$ cat src/rtl/invaders_pkg.sv
// Shared constants, types and sprite bitmaps for the invader pixel pipeline.
package invaders_pkg;

  localparam int unsigned H_ACTIVE    = 640;
  localparam int unsigned V_ACTIVE    = 480;
  localparam int unsigned SPR_W       = 16;
  localparam int unsigned SPR_H       = 8;
  localparam int unsigned SCALE_LOG2  = 1;
  localparam int unsigned ANIM_FRAMES = 30;
  localparam int unsigned SPR_X0      = 304;
  localparam int unsigned SPR_Y0      = 232;
  localparam int unsigned LATENCY     = 3;

  localparam int unsigned COORD_W = 10;
  localparam int unsigned BOX_W   = 11;
  localparam int unsigned COL_W   = 4;
  localparam int unsigned ROW_W   = 3;
  localparam int unsigned ROM_AW  = 1 + ROW_W + COL_W;
  localparam int unsigned CNT_W   = 5;

  typedef logic [11:0] rgb444_t;

  localparam rgb444_t SPR_COLOR = 12'h0F0;
  localparam rgb444_t BG_COLOR  = 12'h000;

  typedef struct packed {
    logic hsync;
    logic vsync;
    logic de;
  } sync_t;

  localparam sync_t SYNC_IDLE = '{hsync: 1'b1, vsync: 1'b1, de: 1'b0};

  // Row r is element [r]; bit c of a row is sprite column c (column 0 is bit 0).
  typedef logic [SPR_H-1:0][SPR_W-1:0] bitmap_t;

  localparam bitmap_t SPR_PH0 = {16'hC003, 16'h1BD8, 16'h0C30, 16'hFFFF,
                                 16'h399C, 16'h3FFC, 16'h1FF8, 16'h07E0};
  localparam bitmap_t SPR_PH1 = {16'h6006, 16'h300C, 16'h0C30, 16'hFFFF,
                                 16'h399C, 16'h3FFC, 16'h1FF8, 16'h07E0};

  function automatic logic sprite_bit(input logic phase,
                                      input logic [ROW_W-1:0] row,
                                      input logic [COL_W-1:0] col);
    bitmap_t bm;
    bm = phase ? SPR_PH1 : SPR_PH0;
    return bm[row][col];
  endfunction

endpackage

$ cat src/rtl/sprite_rom.sv
// Synchronous-read sprite bitmap ROM, address {phase,row,col}, one-cycle latency.
module sprite_rom
  import invaders_pkg::*;
(
  input  logic              clk_pix,
  input  logic              rst_pix_n,
  input  logic [ROM_AW-1:0] i_addr,
  output logic              o_bit
);

  logic r_bit;

  always_ff @(posedge clk_pix or negedge rst_pix_n) begin
    if (!rst_pix_n) begin
      r_bit <= 1'b0;
    end else begin
      r_bit <= sprite_bit(i_addr[ROM_AW-1], i_addr[COL_W +: ROW_W], i_addr[COL_W-1:0]);
    end
  end

  assign o_bit = r_bit;

endmodule

$ cat src/rtl/sprite_pixel_pipe.sv
// Colour stage behind the 640x480 timing generator: draws one scaled, animated
// invader over the background, with tear-free position updates at the frame boundary.
module sprite_pixel_pipe
  import invaders_pkg::*;
(
  input  logic        clk_pix,
  input  logic        rst_pix_n,
  input  logic [9:0]  sx,
  input  logic [9:0]  sy,
  input  logic        de,
  input  logic        hsync,
  input  logic        vsync,
  input  logic        pos_valid,
  output logic        pos_ready,
  input  logic [9:0]  pos_x,
  input  logic [9:0]  pos_y,
  output logic [11:0] rgb,
  output logic        hsync_o,
  output logic        vsync_o,
  output logic        de_o,
  output logic        frame_start
);

  localparam int unsigned BOX_X = SPR_W << SCALE_LOG2;
  localparam int unsigned BOX_Y = SPR_H << SCALE_LOG2;

  logic [COORD_W-1:0] r_act_x, r_act_y, r_shd_x, r_shd_y;
  logic               r_pending, r_pos_ready, r_phase, r_frame_start;
  logic [CNT_W-1:0]   r_frame_cnt;

  logic               w_commit, w_xfer, w_pend_nxt;
  logic [BOX_W-1:0]   w_sx, w_sy, w_px, w_py;
  logic               w_in_x, w_in_y;
  logic [COL_W-1:0]   w_col;
  logic [ROW_W-1:0]   w_row;

  sync_t              r_sync [LATENCY];
  logic               r_s1_in_box, r_s2_in_box;
  logic [ROM_AW-1:0]  r_s1_addr;
  logic               w_spr_bit;
  rgb444_t            r_rgb;

  // Box test in 11 bits so a sprite near the right/bottom edge never wraps.
  always_comb begin
    w_commit   = (sx == '0) && (sy == COORD_W'(V_ACTIVE));
    w_xfer     = pos_valid && r_pos_ready;
    w_pend_nxt = w_xfer | (r_pending & ~w_commit);
    w_sx       = {1'b0, sx};
    w_sy       = {1'b0, sy};
    w_px       = {1'b0, r_act_x};
    w_py       = {1'b0, r_act_y};
    w_in_x     = (w_sx >= w_px) && (w_sx < (w_px + BOX_W'(BOX_X)));
    w_in_y     = (w_sy >= w_py) && (w_sy < (w_py + BOX_W'(BOX_Y)));
    w_col      = COL_W'((w_sx - w_px) >> SCALE_LOG2);
    w_row      = ROW_W'((w_sy - w_py) >> SCALE_LOG2);
  end

  // Position handshake, frame-boundary commit and animation phase.
  always_ff @(posedge clk_pix or negedge rst_pix_n) begin
    if (!rst_pix_n) begin
      r_act_x       <= COORD_W'(SPR_X0);
      r_act_y       <= COORD_W'(SPR_Y0);
      r_shd_x       <= '0;
      r_shd_y       <= '0;
      r_pending     <= 1'b0;
      r_pos_ready   <= 1'b1;
      r_phase       <= 1'b0;
      r_frame_cnt   <= '0;
      r_frame_start <= 1'b0;
    end else begin
      r_frame_start <= w_commit;
      r_pending     <= w_pend_nxt;
      r_pos_ready   <= ~w_pend_nxt;
      if (w_commit) begin
        if (r_pending) begin
          r_act_x <= r_shd_x;
          r_act_y <= r_shd_y;
        end
        if (r_frame_cnt == CNT_W'(ANIM_FRAMES - 1)) begin
          r_frame_cnt <= '0;
          r_phase     <= ~r_phase;
        end else begin
          r_frame_cnt <= r_frame_cnt + CNT_W'(1);
        end
      end
      if (w_xfer) begin
        r_shd_x <= pos_x;
        r_shd_y <= pos_y;
      end
    end
  end

  // Three-stage pixel pipeline: box/coords, ROM lookup, colour mux.
  always_ff @(posedge clk_pix or negedge rst_pix_n) begin
    if (!rst_pix_n) begin
      for (int i = 0; i < LATENCY; i++) r_sync[i] <= SYNC_IDLE;
      r_s1_in_box <= 1'b0;
      r_s2_in_box <= 1'b0;
      r_s1_addr   <= '0;
      r_rgb       <= '0;
    end else begin
      r_sync[0] <= '{hsync: hsync, vsync: vsync, de: de};
      for (int i = 1; i < LATENCY; i++) r_sync[i] <= r_sync[i-1];
      r_s1_in_box <= w_in_x && w_in_y;
      r_s1_addr   <= {r_phase, w_row, w_col};
      r_s2_in_box <= r_s1_in_box;
      if (!r_sync[LATENCY-2].de) begin
        r_rgb <= '0;
      end else if (r_s2_in_box && w_spr_bit) begin
        r_rgb <= SPR_COLOR;
      end else begin
        r_rgb <= BG_COLOR;
      end
    end
  end

  sprite_rom u_rom (
    .clk_pix   (clk_pix),
    .rst_pix_n (rst_pix_n),
    .i_addr    (r_s1_addr),
    .o_bit     (w_spr_bit)
  );

  assign pos_ready   = r_pos_ready;
  assign frame_start = r_frame_start;
  assign rgb         = r_rgb;
  assign hsync_o     = r_sync[LATENCY-1].hsync;
  assign vsync_o     = r_sync[LATENCY-1].vsync;
  assign de_o        = r_sync[LATENCY-1].de;

endmodule

$ cat config.mk
export PLATFORM = sky130hd
export DESIGN_NAME = sprite_pixel_pipe
export DESIGN_NICKNAME = d
export VERILOG_FILES = /design/src/rtl/invaders_pkg.sv /design/src/rtl/sprite_rom.sv /design/src/rtl/sprite_pixel_pipe.sv
export SDC_FILE = /design/constraint.sdc
export NUM_CORES = 1
export LEC_CHECK = 0
export BUFFER_PORTS_ARGS = -buffer_cell sky130_fd_sc_hd__buf_2
export CORE_ASPECT_RATIO = 1.75
export CORE_UTILIZATION = 35
export CTS_BUF_LIST = sky130_fd_sc_hd__clkbuf_4 sky130_fd_sc_hd__clkbuf_8
export CTS_CLUSTER_DIAMETER = 120
export DETAILED_ROUTE_END_ITERATION = 7
export GPL_ROUTABILITY_DRIVEN = 0
export GPL_TIMING_DRIVEN = 0
export PLACE_DENSITY = 0.64
export SETUP_SLACK_MARGIN = 0.05
export SLEW_MARGIN = 10
export SYNTH_ARGS = -nofsm -noshare
export SYNTH_HDL_FRONTEND = slang
export SYNTH_HIERARCHICAL = 1
export SYNTH_SLANG_ARGS = --single-unit
$ cat constraint.sdc
create_clock -name clk_pix -period 3.1 [get_ports clk_pix]
set_input_delay 0.62 -clock clk_pix [delete_from_list [all_inputs] [get_ports clk_pix]]
set_output_delay 0.62 -clock clk_pix [all_outputs]
set_load 0.05 [all_outputs]
# Word level (Yosys, flattened, before mapping)
# Cells that the tools add are included.
# word_totals
register_bits	81
in_bits	46
out_inout_bits	17
word_cells	58
# classes
addsub	5
order_cmp	6
eq_ne	2
n_mux	8
bitwise_logic	5
reduce_logical	9
# ops
op	n
$mux 128	1
$bmux 16 s3	1
$lt 10x11->1	2
$ge 10x10->1	2
$mux 16	1
$mux 12	1
$add 10x5->11 const B	1
$add 10x6->11 const B	1
$eq 10x9->1 const B	1
$logic_not 10->1	1
$mux 8	1
$logic_and 1x1->1	6
$add 5x1->5 const B	1
$eq 5x5->1 const B	1
$lt 4x5->1 const B	1
$mux 5	1
$sub 5x5->5	1
$bmux 1 s4	1
$lt 3x4->1 const B	1
$reduce_and 2->1	2
$sub 4x4->4	1
$not 1->1	3
$and 1x1->1	1
$mux 1	1
$or 1x1->1	1

# Longest topological paths before layout
# logic_depth
depth_word	6
ltp_mapped	9
ltp_nobuf	9

# Cells and area by module
# Netlist, hierarchy kept.
# by_module_without_submodules
mod	n_inst	cells_per_inst	area_each_um2	seq_area_each_um2
sprite_pixel_pipe	1	299	3569.7	1744.2
sprite_rom	1	45	346.6	25.0

# Worst setup path after synthesis
# No wires, ideal clock.
# synth_path
path_kind	in2reg
from	in sx[6]
to	reg r_frame_cnt[4]
setup_time_ns	0.066
arrival_time_ns	2.327
required_ns	3.034
slack_ns	0.707
cell_stages	5
path_buffers	1
cell_sequence	or4b_4 -> or4_4 -> buf_6 -> or4_1 -> nand2_1
# synth_via
elab_chain_cells	2
# synth_lines
item	line	source
start: declaration	sprite_pixel_pipe.sv:8	input logic [9:0] sx,
$logic_not 10->1	sprite_pixel_pipe.sv:45	w_commit = (sx == '0) && (sy == COORD_W'(V_ACTIVE));
$logic_and 1x1->1	sprite_pixel_pipe.sv:45	
end signal: assignment	sprite_pixel_pipe.sv:83	r_frame_cnt <= r_frame_cnt + CNT_W'(1);
end: declaration	sprite_pixel_pipe.sv:29	logic [CNT_W-1:0] r_frame_cnt;
# Every way passes these cells.
# A chain may end at the register's enable or synchronous reset.

# Worst setup path after layout
# layout_path
from	reg r_act_x[5]
to	reg r_s1_in_box
# layout_via
elab_chain_cells	4
elab_cells_between_ends	5
classes_between	add/sub: 1; order compare: 2; reduce/logical: 2
# layout_lines
item	line	source
start: declaration	sprite_pixel_pipe.sv:27	logic [COORD_W-1:0] r_act_x, r_act_y, r_shd_x, r_shd_y;
start signal: assignment	sprite_pixel_pipe.sv:61	r_act_x <= COORD_W'(SPR_X0);
start signal: assignment	sprite_pixel_pipe.sv:76	r_act_x <= r_shd_x;
$add 10x6->11	sprite_pixel_pipe.sv:52	w_in_x = (w_sx >= w_px) && (w_sx < (w_px + BOX_W'(BOX_X)));
$lt 10x11->1	sprite_pixel_pipe.sv:52	
$logic_and 1x1->1 (*)	sprite_pixel_pipe.sv:52	
$logic_and 1x1->1 (*)	sprite_pixel_pipe.sv:104	r_s1_in_box <= w_in_x && w_in_y;
end signal: assignment	sprite_pixel_pipe.sv:104	
end: declaration	sprite_pixel_pipe.sv:38	logic r_s1_in_box, r_s2_in_box;
# Mark *: on every way between the ends. The rest lies on a longest branch, timed or not.

==> reports/metrics.yaml <==
postCtsSetupRepairBufs: 0
setup_viol: 0
relSlewSlack_pct: 55.1
hold_viol_final: 0
tns_ns: 0
yosysMostFrequentCell: "dfrtp_1"
synth_edf_count: 0
power_frac_comb_pct: 15.1
p_int_mw: 1.57
synthArstFlopShare_pct: 100
ctsHoldBuffers: 0
seqPwrFrac_pct: 50.1
drive_gt1_share_pct: 34.8
fp-row-count: 50
min_period_ns: 2.62
ios: 63
grt_start_max_net_pins: 53
post_drt_via_cell_ratio: 5.16
rsz0062_at_grt: "no"
power_density_nw_per_um2: 470
ys.warnings.count: 6
antenna_found_initial: 0
max_freq_ghz: 0.382
synthCells: 344
cts_tree: "done"
cts_sinks: 70
ant_nets: 0
crit_required_ns: 3.34
avgSynthCellArea_um2: 11.4
initial_core_util_pct: 36.2
slew_violations: 0
routedWlPerCell_um: 14.8
cts-resized-gates: 0
via_count: 2847
antenna_cells: 0
grt_pass1_wl_um: 13500
reg2reg_depth: 9
worstMarginPinSlew_ns: 0.667
finalPower_mw: 2.16
p_clk_share_pct: 34.8
grt_pass1_vias: 2904
clk_path_buf_depth: 2
outcome: "finished, final reports clean"
crit_fanout: 6
coreArea_um2: 10800
crit_type: "reg -> reg"
wl_um: 8200
hp-class: "in -> async"
p_switching_mw: 0.597
dp_hpwl_um: 6330
dr.pass1.iters: 4
worstReg2RegStart: "r_act_x[5]"
cp-startpoint: "r_act_x[5]"
cts_inserted_buffers: 9
clock_latency_ns: 0.37
die_w_um: 82.0
synthTopCellsByCount: "dfrtp_1, mux2_2, ha_1"
overflow: 0
ys.flop_type: "dfrtp_1"
fin_util_pct: 42.5
synth_cell_type_count: 61
yosysTopAreaCell: "dfrtp_1"
layout.nets: 504
die_h_um: 142
crit_path_start_kind: "flop"
crit_path_end: "r_s1_in_box"
yosysTopAreaCellShare_pct: 35.8
r2r-end: "r_s1_in_box"
ys_ff_latch: 70
port_buffers: 54
drv_cap: 0
dieArea_um2: 11600
clock_skew_ns: 0.00997
seq_area_frac_synth_pct: 45.2
remaining_drc_errors: 0
fin_crit_sh_pct: 84.4
p_leak_nw: 2.13
track_usage_pct: 15.7
clk_pin_slew_ns: 0.08
syn_to_final_growth_pct: 17.5
clk_root_buffer_cell: "clkbuf_8"
critPathCaptureType: "flop"
h-tree-depth: 3
syn_area_um2: 3920
r2r_slack_ns: 0.48
drt_iter0_markers: 123
vdd_drop_max_v: 0.000275
cp.arrival_ns: 2.86
synth_area_leaders: "dfrtp_1, ha_1, mux2_2, dfstp_2, inv_1"
swShare_pct: 27.6
-- critical path, cell delays in order, from the launching register on --
cell and delay, ns:
dfstp_2 0.58, ha_1 0.19, nand3_1 0.11, xnor2_1 0.15, ha_1 0.32, a21oi_1 0.16, a22oi_1 0.08, a2111oi_0 0.41
o311ai_0 0.20, a211oi_1 0.30
-- flip-flops by register name, summed over array words and instances, names as in the netlist, 5 cells and up --
register and count:
r_act_x 10, r_act_y 10, r_frame_cnt 5, r_s1_addr 8
r_shd_x 10, r_shd_y 10, r_sync 6
-- how the worst min path moves through the flow --
stage	cells past startpoint	slack, ns	end	start
finish	1	0.13	r_shd_y[5]	rst_pix_n
CTS	1	0.12	r_shd_y[5]	rst_pix_n
detailed placement	0	0.34	r_s2_in_box	r_s1_in_box
global placement	0	0.34	r_s2_in_box	r_s1_in_box
floorplan	0	0.32	de_o	rst_pix_n
global route	1	0.12	r_shd_y[5]	rst_pix_n
-- kinds of logic (layout without fill, tap and decap cells) --
family	Yosys count	count (layout)	synth area share, %
DFF	70	70	45.2
and+or+nand+nor	65	65	9.42
AOI/OAI and AO/OA	62	62	11.2
buffers and inverters	53	124	6.42
adders and majority gates	41	41	13.5
muxes	41	41	11.8
xor gates and xnor gates	11	11	2.46
other	1	8	0.0958
-- cell type report --
cell class	count	area [um2]
Inverter	34	128
Fill cell	1033	6220
Multi-Input combinational cell	228	1920
Tap cell	130	163
Clock buffer	9	124
Sequential cell	70	1770
Buffer	19	124
Clock inverter	7	73.8
Timing Repair Buffer	55	300
-- through the flow --
step | instance area [um2] | worst slack [ns] | cells | hold WS [ns]
5_1_grt | 4600 | 0.205 | 552 | 0.120
2_1_floorplan | 3940 | 0.707 | 351 | 0.324
3_3_place_gp | 4380 | 0.541 | 535 | 0.336
4_1_cts | 4600 | 0.441 | 552 | 0.122
6_report | 4600 | 0.485 | 552 | 0.128
3_5_place_dp | 4410 | 0.494 | 536 | 0.338
-- cells in the final DEF (no fill, tap or decap), types with 2 or more instances in the layout --
cell type  instances
xor2_1             3
dfstp_2           14
or4_1              2
a21o_1             4
ha_1              39
nor2_1            12
o21ai_0           12
buf_1              2
a211oi_1           3
o221ai_1           2
dfrtp_1           56
conb_1             8
and3_1             2
nand3_1            9
clkbuf_8           9
clkinv_2           2
o31ai_1            3
buf_4             12
mux2_2            40
a31oi_1            4
clkinv_4           2
nor2b_1            2
clkbuf_1           2
o311ai_0           4
nand4_1            2
nor4_1             4
o31a_1             2
fa_1               2
buf_2             56
inv_1             34
nand2b_1           4
nor3_1             2
a311oi_1           2
nand2_1           13
a21oi_1           11
o21a_1             2
xnor2_1            8
a2111oi_0          2
-- power groups by stage --
stage                     registers (mW)  logic, mW  clock network, mW
after floorplan                     1.10      0.215                  0
after CTS                           1.08      0.330              0.773
after global routing                1.10      0.364              0.818
final                               1.08      0.327              0.753
after global placement              1.10      0.308                  0
after detailed placement            1.10      0.330                  0
-- layer usage --
layer	wire [um]	GRT usage [%]	part of all wire [%]	vias to the layer above
li1	-	-	-	1368
met1	3060	16.7	37	1391
met2	4530	27.1	55	71
met3	366	4.49	4.5	17
met4	242	8.77	3.0	0
met5	0	0	0	-
Note: power is estimated with default switching activity, not from simulation.
